--- src/rtl/if_prefetch_unit.sv ---
`default_nettype none
// ============================================================================
// Module   : if_prefetch_unit
// Brief    : Instruction-fetch stage. Owns the fetch PC, issues pipelined
//            word requests to instruction memory, tags each request with its
//            PC and buffers in-order responses in a small prefetch FIFO for
//            decode. Redirects flush the FIFO and discard stale responses.
// Revision : 1.0 - initial release
// ============================================================================
module if_prefetch_unit #(
  parameter int unsigned     XLEN     = 32,
  parameter logic [XLEN-1:0] RESET_PC = 32'h0000_0000,
  parameter int unsigned     DEPTH    = 4,
  parameter int unsigned     CW       = $clog2(DEPTH + 1)
) (
  input  logic            clk,
  input  logic            rst_n,
  input  logic            fetch_en_i,
  input  logic            br_i,
  input  logic [XLEN-1:0] br_target_i,
  output logic            mem_req_o,
  output logic [XLEN-1:0] mem_addr_o,
  input  logic            mem_rdy_i,
  input  logic            mem_rvalid_i,
  input  logic [XLEN-1:0] mem_rdata_i,
  output logic            inst_valid_o,
  output logic [XLEN-1:0] inst_o,
  output logic [XLEN-1:0] pc_o,
  input  logic            id_ready_i
);

  // Pointer width into the tag queue and the prefetch FIFO (DEPTH is 2^n).
  localparam int unsigned     AW        = $clog2(DEPTH);
  localparam logic [CW:0]     DEPTH_C   = (CW + 1)'(DEPTH);
  localparam logic [XLEN-1:0] PC_ALIGN  = {{(XLEN - 2){1'b1}}, 2'b00};

  typedef enum logic [0:0] {
    ST_RUN   = 1'b0,
    ST_DRAIN = 1'b1
  } state_e;

  state_e          state_q, state_d;
  logic [XLEN-1:0] fetch_pc_q, fetch_pc_d;
  logic [CW-1:0]   outstanding_q, outstanding_d;
  logic [CW-1:0]   drop_cnt_q, drop_cnt_d;
  logic [CW-1:0]   fifo_cnt_q, fifo_cnt_d;
  logic [AW-1:0]   tag_wptr_q, tag_wptr_d;
  logic [AW-1:0]   tag_rptr_q, tag_rptr_d;
  logic [AW-1:0]   fifo_wptr_q, fifo_wptr_d;
  logic [AW-1:0]   fifo_rptr_q, fifo_rptr_d;

  logic [XLEN-1:0] tag_mem_q   [DEPTH];
  logic [XLEN-1:0] fifo_pc_q   [DEPTH];
  logic [XLEN-1:0] fifo_inst_q [DEPTH];

  logic [CW:0] credit_used;
  logic        accept;
  logic        rsp;
  logic        drop_rsp;
  logic        push;
  logic        pop;

  // Buffered plus in-flight fetches; new requests only while below DEPTH so
  // every response is guaranteed a FIFO slot.
  assign credit_used = {1'b0, fifo_cnt_q} + {1'b0, outstanding_q};

  assign mem_req_o  = rst_n & (state_q == ST_RUN) & fetch_en_i & ~br_i &
                      (credit_used < DEPTH_C);
  assign mem_addr_o = fetch_pc_q;
  assign accept     = mem_req_o & mem_rdy_i;

  // A response with nothing outstanding is ignored so counters never wrap.
  assign rsp      = mem_rvalid_i & (outstanding_q != '0);
  assign drop_rsp = rsp & (drop_cnt_q != '0);
  assign push     = rsp & (drop_cnt_q == '0) & ~br_i;
  assign pop      = inst_valid_o & id_ready_i & ~br_i;

  // Head of the FIFO comes straight from storage flops, never from memory.
  assign inst_valid_o = (fifo_cnt_q != '0);
  assign inst_o       = fifo_inst_q[fifo_rptr_q];
  assign pc_o         = fifo_pc_q[fifo_rptr_q];

  // Next-state computation for PC, counters, pointers and drain state.
  always_comb begin
    state_d       = state_q;
    fetch_pc_d    = fetch_pc_q;
    outstanding_d = outstanding_q;
    drop_cnt_d    = drop_cnt_q;
    fifo_cnt_d    = fifo_cnt_q;
    tag_wptr_d    = tag_wptr_q;
    tag_rptr_d    = tag_rptr_q;
    fifo_wptr_d   = fifo_wptr_q;
    fifo_rptr_d   = fifo_rptr_q;

    if (accept) begin
      fetch_pc_d = fetch_pc_q + XLEN'(4);
      tag_wptr_d = tag_wptr_q + AW'(1);
    end
    if (br_i) begin
      fetch_pc_d = br_target_i & PC_ALIGN;
    end

    // Tags leave in response order whether the data is kept or dropped.
    if (rsp) begin
      tag_rptr_d = tag_rptr_q + AW'(1);
    end

    if (accept && !rsp) begin
      outstanding_d = outstanding_q + CW'(1);
    end else if (!accept && rsp) begin
      outstanding_d = outstanding_q - CW'(1);
    end

    // On redirect, everything still in flight after this cycle is stale.
    if (br_i) begin
      drop_cnt_d = rsp ? (outstanding_q - CW'(1)) : outstanding_q;
    end else if (drop_rsp) begin
      drop_cnt_d = drop_cnt_q - CW'(1);
    end

    if (br_i) begin
      fifo_cnt_d  = '0;
      fifo_wptr_d = '0;
      fifo_rptr_d = '0;
    end else begin
      if (push) begin
        fifo_wptr_d = fifo_wptr_q + AW'(1);
      end
      if (pop) begin
        fifo_rptr_d = fifo_rptr_q + AW'(1);
      end
      if (push && !pop) begin
        fifo_cnt_d = fifo_cnt_q + CW'(1);
      end else if (pop && !push) begin
        fifo_cnt_d = fifo_cnt_q - CW'(1);
      end
    end

    if (br_i) begin
      state_d = (drop_cnt_d != '0) ? ST_DRAIN : ST_RUN;
    end else if ((state_q == ST_DRAIN) && (drop_cnt_d == '0)) begin
      state_d = ST_RUN;
    end
  end

  // State, counter, pointer and storage registers.
  always_ff @(posedge clk or negedge rst_n) begin
    if (!rst_n) begin
      state_q       <= ST_RUN;
      fetch_pc_q    <= RESET_PC;
      outstanding_q <= '0;
      drop_cnt_q    <= '0;
      fifo_cnt_q    <= '0;
      tag_wptr_q    <= '0;
      tag_rptr_q    <= '0;
      fifo_wptr_q   <= '0;
      fifo_rptr_q   <= '0;
      for (int i = 0; i < int'(DEPTH); i++) begin
        tag_mem_q[i]   <= '0;
        fifo_pc_q[i]   <= '0;
        fifo_inst_q[i] <= '0;
      end
    end else begin
      state_q       <= state_d;
      fetch_pc_q    <= fetch_pc_d;
      outstanding_q <= outstanding_d;
      drop_cnt_q    <= drop_cnt_d;
      fifo_cnt_q    <= fifo_cnt_d;
      tag_wptr_q    <= tag_wptr_d;
      tag_rptr_q    <= tag_rptr_d;
      fifo_wptr_q   <= fifo_wptr_d;
      fifo_rptr_q   <= fifo_rptr_d;
      if (accept) begin
        tag_mem_q[tag_wptr_q] <= fetch_pc_q;
      end
      if (push) begin
        fifo_pc_q[fifo_wptr_q]   <= tag_mem_q[tag_rptr_q];
        fifo_inst_q[fifo_wptr_q] <= mem_rdata_i;
      end
    end
  end

endmodule
`default_nettype wire

--- config.mk ---
export PLATFORM = sky130hd
export DESIGN_NAME = if_prefetch_unit
export DESIGN_NICKNAME = d
export VERILOG_FILES = /design/src/rtl/if_prefetch_unit.sv
export SDC_FILE = /design/constraint.sdc
export NUM_CORES = 1
export LEC_CHECK = 0
export ABC_CLOCK_PERIOD_IN_PS = 2800
export CAP_MARGIN = 20
export CELL_PAD_IN_SITES_DETAIL_PLACEMENT = 0
export CELL_PAD_IN_SITES_GLOBAL_PLACEMENT = 1
export CORE_MARGIN = 2
export CORE_UTILIZATION = 54
export CTS_CLUSTER_DIAMETER = 60
export CTS_CLUSTER_SIZE = 25
export DETAILED_ROUTE_END_ITERATION = 10
export DONT_BUFFER_PORTS = 1
export GPL_TIMING_DRIVEN = 0
export MAX_ROUTING_LAYER = met4
export PLACE_DENSITY = 0.77
export SYNTH_ARGS = -nofsm -noshare
export SYNTH_HDL_FRONTEND = slang
export SYNTH_SLANG_ARGS = --single-unit
--- constraint.sdc ---
create_clock -name clk -period 2.8 [get_ports clk]
set_input_delay 0 -clock clk [delete_from_list [all_inputs] [get_ports clk]]
set_output_delay 0 -clock clk [all_outputs]
set_load 0.01 [all_outputs]
==> results.sh <==
export IMPL_htreeDepth=2
export IMPL_slew_headroom=0.291
export IMPL_synth_seq_cells=416
export IMPL_initial_core_util=0.549
export IMPL_ant_nets=0
export IMPL_worst_pin_slew_ns=1.06
export IMPL_critPathMaxFanout=10
export IMPL_dpl_worst_slack_ns=-0.109
export IMPL_clk_latency_ns=0.55
export IMPL_cap_violations=0
export IMPL_async_reset_ff_frac=1.00
export IMPL_grt_pass1_vias=11520
export IMPL_p_leak_uw=0.0103
export IMPL_grt_ovfl_total=0
export IMPL_yosys_top_cells_area="dfrtp_1, mux2_2, mux4_2"
export IMPL_final_nets=1449
export IMPL_netlist_instances=1255
export IMPL_ir_drop_mv=0.611
export IMPL_cts_root_buffer="clkbuf_16"
export IMPL_placementRows=68
export IMPL_synth_largest_area_cell="dfrtp_1"
export IMPL_diodes=0
export IMPL_r2r_end="outstanding_q[2]"
export IMPL_critPathLaunchType="register"
export IMPL_synth_main_ff_cell="dfrtp_1"
export IMPL_grt_pass1_wl_mm=65.0
export IMPL_drc=0
export IMPL_area_growth_pct=12.8
export IMPL_fin_hold_ws_ns=-0.845
export IMPL_clock_path_buffers=3
export IMPL_clk_pin_slew_worst_paths_ns=0.08
export IMPL_ios=169
export IMPL_cp_arrival_ns=3.06
export IMPL_worstPathRequired_ns=3.21
export IMPL_die_h_um=191
export IMPL_cts_tree="built"
export IMPL_yosys_warnings=0
export IMPL_synth_seq_area_share=0.549
export IMPL_synth_top_area_share=0.549
export IMPL_dieArea_um2=36700
export IMPL_clock_fmax_mhz=376
export IMPL_cts_made_buffers=34
export IMPL_synth_area_per_cell_um2=15.1
export IMPL_dr_pass1_iters=5
export IMPL_final_util=0.620
export IMPL_min_period_ns=2.66
export IMPL_final_cell_mix="dfrtp_1, mux2_2, mux4_2"
export IMPL_wl_per_cell_um=22.1
export IMPL_fin_cells=1841
export IMPL_antenna_found_initial=0
export IMPL_io_buffers=0
export IMPL_cts_sinks=416
export IMPL_placed_cells=1713
export IMPL_setup_violations=0
export IMPL_endpoint_kind="register"
export IMPL_synthDistinctLibCells=58
export IMPL_hp_class="input port to async pin"
export IMPL_violations="negative hold slack"
export IMPL_reg2regPathDepth=10
export IMPL_finalSetupTns_ns=0
export IMPL_hold_violations=416
export IMPL_status="complete, but fails checks"
export IMPL_criticalPathCategory="register to register"
export IMPL_setup_slack_ns=0.143
export IMPL_final_common_cell="dfrtp_1"
export IMPL_synth_edf_count=0
export IMPL_pwr_density_cell_nw_per_um2=778
export IMPL_syn_cell_area_um2=19000
export IMPL_postCtsHoldBufs=65
export IMPL_period_share=0.949
export IMPL_die_x_um=191
export IMPL_layout_drive_gt1_share=0.377
export IMPL_via_count=10900
export IMPL_finalMaxSlewViolations=0
export IMPL_r2r_slack_ns=0.14
export IMPL_vias_per_cell=5.92
export IMPL_routed_wl_mm=40.6
export IMPL_n_fill_cell=2641
export IMPL_grt_usage=0.237
export IMPL_dp_hpwl_mm=27.1
export IMPL_drt_initial_drc_count=569
export IMPL_worstReg2RegStart="outstanding_q[1]"
export IMPL_gp_congestion=0.816
export IMPL_core_area_um2=34500
export IMPL_grt_max_degree=418
export IMPL_fin_skew_ns=0.0321
export IMPL_rsz0062_at_grt="false"
## repair_timing
item / in CTS / in global routing
endpoints found under the hold margin: 578 / 416
setup endpoints to repair: 1 / 1
setup buffers: 1 / 0
resized for setup: 0 / 1
pin swaps: 1 / 0
## how the worst max path moves through the flow
stage	end	from	depth (start not counted)	slack, ns
floorplan	outstanding_q[2]	outstanding_q[2]	10	0.47
global placement	outstanding_q[2]	outstanding_q[2]	10	-0.12
detailed placement	outstanding_q[2]	outstanding_q[2]	10	-0.11
CTS	outstanding_q[2]	outstanding_q[2]	10	0.03
global route	outstanding_q[2]	outstanding_q[1]	10	0.006
finish	outstanding_q[2]	outstanding_q[1]	10	0.14
## worst max-delay path, stage by stage, from the launching register on
cell     delay, ns
dfrtp_1       0.44
ha_1          0.26
nor4b_4       0.33
nand4_2       0.24
inv_2         0.23
buf_6         0.19
buf_4         0.21
ha_1          0.22
mux2i_1       0.20
nor2_1        0.07
xor2_1        0.13
## per-stage QoR
stage / power, uW / hold slack, ns / cell area (um2)
floorplan: 10700 / -0.296 / 19000
detailed placement: 11700 / -0.287 / 19600
CTS: 16900 / -0.871 / 21400
global placement: 11500 / -0.287 / 19600
finish: 16700 / -0.845 / 21400
global route: 17500 / -0.879 / 21400
## layer usage
metal | wire, um | vias to the layer above | share of wire | track usage
met1 | 18400 | 5715 | 0.45 | 0.323
met4 | 786 | 0 | 0.019 | 0.0592
met5 | 0 | - | 0 | -
li1 | - | 4868 | - | -
met3 | 1830 | 56 | 0.045 | 0.0354
met2 | 19600 | 261 | 0.48 | 0.377
## synthesized netlist by cell type (3+ instances only)
cell and count:
inv_1 15, clkbuf_1 21, or3_1 5, buf_4 9, o21ai_0 34, or4_1 4
nor2b_1 3, and2_1 4, mux4_2 92, xnor2_1 10, a31oi_1 5, and3_1 6
ha_1 17, mux2_1 71, dfrtp_1 416, nand2_4 4, a22oi_1 3, mux2_4 21
nand2_2 5, nor3_1 6, mux2i_1 7, xor2_1 7, nand4_1 11, o211ai_1 11
nand3_1 30, nand2_1 53, a21oi_1 5, buf_6 12, o311ai_0 8, mux2_2 263
buf_1 6, nor2_1 19, buf_2 41
## area by class of cell
class                   count  area (um2)  area share
plain buffers              89         509      0.0238
well taps                 455         569      0.0266
repair buffers             66         658      0.0307
multi-input cells         736        8010       0.374
clock inverters            24         250      0.0117
clock buffers              38         940      0.0439
flip-flops and latches    416       10400       0.486
inverters                  17        63.8     0.00298
## power breakdown
part	total, uW	internal [uW]	switching (uW)	leakage, uW
clock network	5100	2650	2450	0.000589
registers	7550	6960	593	0.00565
logic	4010	2010	2000	0.00405
## logic make-up after synthesis
family          count (synthesis)  share of synthesized area
compound gates                 78                     0.0265
xor+xnor                       17                    0.00785
fa+ha+maj                      18                     0.0123
buf+inv                       106                     0.0302
flops                         416                      0.549
mux                           454                      0.328
other cells                     1                   0.000198
simple gates                  165                     0.0468
## flip-flops by register name, indices dropped and copies added, names as in the netlist
register and cells:
fifo_cnt_q 3, drop_cnt_q 3, fifo_rptr_q 2, tag_mem_q 120
fifo_inst_q 128, fifo_pc_q 120, tag_wptr_q 2, outstanding_q 3
mem_addr_o 30, fifo_wptr_q 2, tag_rptr_q 2, state_q 1
Note: power is estimated with default switching activity, not from simulation.
